File: config.mk
export PLATFORM = sky130hd
export DESIGN_NAME = vrom_arbiter_flat
export DESIGN_NICKNAME = d
export VERILOG_FILES = /design/src/rtl/vrom_arbiter_if.sv /design/src/rtl/vrom_arbiter.sv /design/src/flat_wrapper.sv
export SDC_FILE = /design/constraint.sdc
export NUM_CORES = 1
export LEC_CHECK = 0
export CAP_MARGIN = 5
export CORE_MARGIN = 2
export CORE_UTILIZATION = 35
export DETAILED_ROUTE_END_ITERATION = 6
export GPL_TIMING_DRIVEN = 0
export PLACE_DENSITY = 0.85
export SLEW_MARGIN = 20
export SYNTH_ARGS = -nofsm -noshare
export SYNTH_HDL_FRONTEND = slang
export SYNTH_SLANG_ARGS = --single-unit
File: constraint.sdc
create_clock -name CLK -period 3.27 [get_ports CLK]
set_clock_uncertainty 0.05 [all_clocks]
set_input_delay 0.8175 -clock CLK [delete_from_list [all_inputs] [get_ports CLK]]
set_output_delay 0.8175 -clock CLK [all_outputs]
set_load 0.005 [all_outputs]
File: src/rtl/vrom_arbiter_if.sv
// rtl/vrom_arbiter_if.sv - request/grant/return bundle shared by both requesters, the arbiter and the video ROM
// master: requesters plus ROM data return; slave: the arbiter.
interface vrom_arbiter_if #(
  parameter int ROM_WIDTH     = 12,
  parameter int ROM_ADDR_BITS = 20
);
  logic                     Req0;
  logic [ROM_ADDR_BITS-1:0] Addr0;
  logic                     Gnt0;
  logic                     Valid0;
  logic [ROM_WIDTH-1:0]     Data0;
  logic                     Req1;
  logic [ROM_ADDR_BITS-1:0] Addr1;
  logic                     Gnt1;
  logic                     Valid1;
  logic [ROM_WIDTH-1:0]     Data1;
  logic [ROM_ADDR_BITS-1:0] RomAddr;
  logic [ROM_WIDTH-1:0]     RomData;

  modport master (
    output Req0, Addr0, Req1, Addr1, RomData,
    input  Gnt0, Valid0, Data0, Gnt1, Valid1, Data1, RomAddr
  );

  modport slave (
    input  Req0, Addr0, Req1, Addr1, RomData,
    output Gnt0, Valid0, Data0, Gnt1, Valid1, Data1, RomAddr
  );
endinterface

File: src/rtl/vrom_arbiter.sv
// rtl/vrom_arbiter.sv - fixed-priority two-port arbiter for the synchronous video ROM
// Define VROM_ARB_STARVE_EN to build the port 1 anti-starvation counter.
module vrom_arbiter #(
  parameter int ROM_WIDTH     = 12,
  parameter int ROM_ADDR_BITS = 20,
  parameter int STARVE_LIMIT  = 15,
  parameter int CNT_BITS      = 4
) (
  input  logic             CLK,
  input  logic             RST,
  vrom_arbiter_if.slave    bus
);

  logic                 force1;
  logic                 gnt0;
  logic                 gnt1;
  logic                 tag_vld;
  logic                 tag_port;
  logic                 valid0_q;
  logic                 valid1_q;
  logic [ROM_WIDTH-1:0] data0_q;
  logic [ROM_WIDTH-1:0] data1_q;

  // Grants are gated by RST so nothing reaches the ROM while in reset.
  always_comb begin
    gnt0 = 1'b0;
    gnt1 = 1'b0;
    if (!RST) begin
      if (force1)
        gnt1 = 1'b1;
      else if (bus.Req0)
        gnt0 = 1'b1;
      else if (bus.Req1)
        gnt1 = 1'b1;
    end
  end

  assign bus.Gnt0    = gnt0;
  assign bus.Gnt1    = gnt1;
  assign bus.RomAddr = gnt0 ? bus.Addr0 : (gnt1 ? bus.Addr1 : '0);

  // The tag follows the ROM's one-cycle latency so each return lands on its issuer.
  always_ff @(posedge CLK or posedge RST) begin
    if (RST) begin
      tag_vld  <= 1'b0;
      tag_port <= 1'b0;
      valid0_q <= 1'b0;
      valid1_q <= 1'b0;
      data0_q  <= '0;
      data1_q  <= '0;
    end else begin
      tag_vld  <= gnt0 | gnt1;
      tag_port <= gnt1;
      valid0_q <= tag_vld & ~tag_port;
      valid1_q <= tag_vld & tag_port;
      if (tag_vld && !tag_port)
        data0_q <= bus.RomData;
      if (tag_vld && tag_port)
        data1_q <= bus.RomData;
    end
  end

  assign bus.Valid0 = valid0_q;
  assign bus.Valid1 = valid1_q;
  assign bus.Data0  = data0_q;
  assign bus.Data1  = data1_q;

`ifdef VROM_ARB_STARVE_EN
  localparam logic [CNT_BITS-1:0] LIMIT = CNT_BITS'(STARVE_LIMIT);

  logic [CNT_BITS-1:0] starve_cnt;

  assign force1 = bus.Req1 && (starve_cnt == LIMIT);

  // A dropped port 1 request clears the count, so a later request never inherits a force.
  always_ff @(posedge CLK or posedge RST) begin
    if (RST)
      starve_cnt <= '0;
    else if (!bus.Req1 || gnt1)
      starve_cnt <= '0;
    else if (starve_cnt != LIMIT)
      starve_cnt <= starve_cnt + 1'b1;
  end
`else
  logic unused_cfg;

  assign force1     = 1'b0;
  assign unused_cfg = (STARVE_LIMIT == CNT_BITS);
`endif

endmodule

File: src/flat_wrapper.sv
// flat-port wrapper written by rule: the top's interface ports become plain ports
module vrom_arbiter_flat 
#(
  parameter int ROM_WIDTH     = 12,
  parameter int ROM_ADDR_BITS = 20,
  parameter int STARVE_LIMIT  = 15,
  parameter int CNT_BITS      = 4
)
  (CLK, RST, bus_Req0, bus_Addr0, bus_Req1, bus_Addr1, bus_RomData, bus_Gnt0, bus_Valid0, bus_Data0, bus_Gnt1, bus_Valid1, bus_Data1, bus_RomAddr);
  vrom_arbiter_if #(.ROM_WIDTH(ROM_WIDTH), .ROM_ADDR_BITS(ROM_ADDR_BITS)) bus_i ();
  input  logic CLK;
  input  logic RST;
  input wire logic [$bits(bus_i.Req0)-1:0] bus_Req0;
  input wire logic [$bits(bus_i.Addr0)-1:0] bus_Addr0;
  input wire logic [$bits(bus_i.Req1)-1:0] bus_Req1;
  input wire logic [$bits(bus_i.Addr1)-1:0] bus_Addr1;
  input wire logic [$bits(bus_i.RomData)-1:0] bus_RomData;
  output wire logic [$bits(bus_i.Gnt0)-1:0] bus_Gnt0;
  output wire logic [$bits(bus_i.Valid0)-1:0] bus_Valid0;
  output wire logic [$bits(bus_i.Data0)-1:0] bus_Data0;
  output wire logic [$bits(bus_i.Gnt1)-1:0] bus_Gnt1;
  output wire logic [$bits(bus_i.Valid1)-1:0] bus_Valid1;
  output wire logic [$bits(bus_i.Data1)-1:0] bus_Data1;
  output wire logic [$bits(bus_i.RomAddr)-1:0] bus_RomAddr;
  assign bus_i.Req0 = bus_Req0;
  assign bus_i.Addr0 = bus_Addr0;
  assign bus_i.Req1 = bus_Req1;
  assign bus_i.Addr1 = bus_Addr1;
  assign bus_i.RomData = bus_RomData;
  assign bus_Gnt0 = bus_i.Gnt0;
  assign bus_Valid0 = bus_i.Valid0;
  assign bus_Data0 = bus_i.Data0;
  assign bus_Gnt1 = bus_i.Gnt1;
  assign bus_Valid1 = bus_i.Valid1;
  assign bus_Data1 = bus_i.Data1;
  assign bus_RomAddr = bus_i.RomAddr;
  vrom_arbiter #(.ROM_WIDTH(ROM_WIDTH), .ROM_ADDR_BITS(ROM_ADDR_BITS), .STARVE_LIMIT(STARVE_LIMIT), .CNT_BITS(CNT_BITS)) u_core (.CLK(CLK), .RST(RST), .bus(bus_i));
endmodule
==> results by group <==
Setup path
  • Kind of critical path: in2out
  • Critical Path Source Type: primary input
  • R2r endpoint: u_core.bus.Data0[2]
  • Worst setup startpoint: bus_Req1
  • Crit Path Max Fanout: 10
  • Required @ worst endpoint: 2.40 ns
  • Crit path to: bus_RomAddr[3]
  • Crit-path cells: clkdlybuf4s50_1, clkbuf_2, a32o_1, clkdlybuf4s50_1
  • Reg2Reg Depth: 3
  • Critical Path Max Stage Delay: 0.54 ns
  • Most used cell, CP: clkdlybuf4s50_1
  • Crit path DAT: 2.35 ns
  • Slowest-stage cell, CP: clkdlybuf4s50_1
  • Crit end category: output port
  • Worst R2R Start: u_core.tag_port
  • FF-to-FF setup slack: 2.01 ns

Yosys
  • Synthesized net count: 145
  • Register area share after synthesis: 0.536
  • Cell count after synthesis: 89
  • Mapped cell area: 0.00131 sq mm
  • Yosys warnings: 0
  • Count of cell types in the netlist: 13
  • Syn_area_per_cell: 14.7 sq um
  • Register bit total from synthesis: 28

Cells and area
  • Final Instance Area: 0.00250 sq mm
  • Final nets: 254
  • Most common cell after layout, fill and taps aside: clkdlybuf4s50_1
  • Fraction of layout instances using a drive strength above 1: 0.213
  • Area of the multi-input gates: 558 sq um
  • Area Growth Syn to Fin: 91.1%
  • Seq. cell area: 701 sq um
  • Highest-count cells in the layout ignoring fill and taps: 99 x clkdlybuf4s50_1, 28 x dfrtp_1, 20 x a32o_1
  • # diodes: 0
  • Fillers: 280

Route
  • DRT Wirelength: 3.94 mm
  • Via density: 4.83
  • Routed Antenna Nets: 0
  • Avg WL per Cell: 16.1 um
  • First-pass DRT Iterations: 4
  • Via Count: 1183
  • DRT iter0 DRCs: 43
  • DRC violations left: 0

Timing
  • Final Setup Violations: 0
  • Fin crit period: 3.22 ns
  • Fin. Hold Viols: 0
  • Final period util: 0.984
  • Highest Clock Rate: 311 MHz
  • Setup TNS: 0 ns
  • Max-slew violations: 0
  • Worst slew margin: 0.615
  • RSZ-0062 raised after global routing: false
  • Slew @ Worst Pin: 0.577 ns

Clocking
  • Clock transition at path regs: 0.09 ns
  • Root Driver: clkbuf_8
  • TritonCTS clock tree: done
  • Total CTS buffers: 3
  • Worst-Skew Late Latency: 0.26 ns
  • Clk sink count: 28
  • Clk buf depth: 2
  • H-tree depth: 1

Pwr
  • Max VDD drop: 176 uV
  • Power per cell area: 401 mW/mm^2
  • P_leak: 1.07 nW

Outcome
  • Status: finished, final reports clean

Global route
  • Number of global-route vias before repair: 1297
  • Overflow after GRT: 0
  • Antenna violations before repair: 0
  • Largest net degree at the start of global routing: 29
  • Total GRT Usage: 0.189
  • First-pass GRT wire length: 6.20 mm

Placement
  • Area after DPL: 0.00240 sq mm
  • Post-DP HPWL: 3.23 mm
  • GP Congestion: 0.848
  • I/O Buffers: 103

Floorplanning
  • Die area: 0.00424 sq mm
  • Die Height: 65.1 um
  • Initial Util: 0.360
  • Core ar.: 0.00363 sq mm
  • Die X: 65.1 um
  • Top Ports: 104
  • Row cnt: 22

Job
  • Max-Cap Viols: 0

Worst hold path
  • HP Class: reg2reg
kinds of logic after synthesis:
logic type             after synthesis  share of synthesized area
AOI/OAI and AO/OA                   20                      0.153
buffers and inverters               10                     0.0441
DFF                                 28                      0.536
muxes                               24                      0.233
and+or+nand+nor                      7                     0.0335
state kept, by name, summed over array words and instances (netlist names):
name               cells
u_core.bus.Data0      12
u_core.bus.Data1      12
u_core.bus.Valid0      1
u_core.bus.Valid1      1
u_core.tag_port        1
u_core.tag_vld         1
worst max-delay path, delay by kind of cell:
kind | cells | cell delay, ns
AOI/OAI and AO/OA | 1 | 0.22
buffers and inverters | 3 | 1.31
layer usage:
metal	vias up	share of wire	track usage
met3	4	0.11	0.0634
met1	540	0.36	0.202
li1	561	-	-
met2	78	0.50	0.353
met4	0	0.021	0.0547
met5	-	0	0
Yosys cell counts:
library cell	instances	area, sq um
a32o_1	20	200
and2_1	1	6.26
buf_2	4	20.0
buf_6	2	22.5
clkbuf_1	2	7.51
dfrtp_1	28	701
inv_1	2	7.51
mux2_2	15	169
mux2_4	9	135
nand2_2	1	6.26
nor2_1	3	11.3
nor2b_1	1	6.26
nor2b_4	1	13.8
per-stage QoR:
stage          cells  hold slack [ns]  total power [mW]  worst slack (ns)   util
2_1_floorplan     89            0.454             0.560              1.07      -
3_3_place_gp     240            0.441             0.793           -0.0535  0.660
3_5_place_dp     240            0.445             0.805            -0.107  0.660
4_1_cts          244            0.470              1.01            0.0135  0.681
5_1_grt          245            0.474              1.06           0.00651  0.687
6_report         245            0.465              1.00            0.0534  0.687
where the power goes:
| part | internal, mW | leakage [nW] | switching [mW] |
|---|---|---|---|
| Clock | 0.107 | 0.0288 | 0.0960 |
| Sequential | 0.407 | 0.333 | 0.0326 |
| Combinational | 0.261 | 0.710 | 0.0973 |
| Total | 0.775 | 1.07 | 0.226 |
final cells by class:
| cell class | count | area share |
|---|---|---|
| Clock buffer | 4 | 0.0221 |
| Sequential cell | 28 | 0.281 |
| Tap cell | 48 | 0.0241 |
| Buffer | 8 | 0.0281 |
| Inverter | 2 | 0.00301 |
| Timing Repair Buffer | 104 | 0.419 |
| Multi-Input combinational cell | 51 | 0.224 |
worst min path at each step:
| stage | startpoint | to | cells past startpoint |
|---|---|---|---|
| 6_report | u_core.bus.Data0[1] | u_core.bus.Data0[1] | 1 |
| 5_1_grt | u_core.bus.Data0[10] | u_core.bus.Data0[10] | 1 |
| 4_1_cts | u_core.bus.Data0[10] | u_core.bus.Data0[10] | 1 |
| 3_5_place_dp | u_core.bus.Data1[1] | u_core.bus.Data1[1] | 1 |
| 3_3_place_gp | u_core.bus.Data0[3] | u_core.bus.Data0[3] | 1 |
| 2_1_floorplan | u_core.bus.Data1[5] | u_core.bus.Data1[5] | 1 |
timing repair:
item                       CTS  global route
pin swaps                    0             1
setup endpoints to repair   20            19
hold buffers                 0             0
buffers inserted             0             1
gates resized for setup     10             5
No activity file was read; power rests on OpenSTA's default activity.
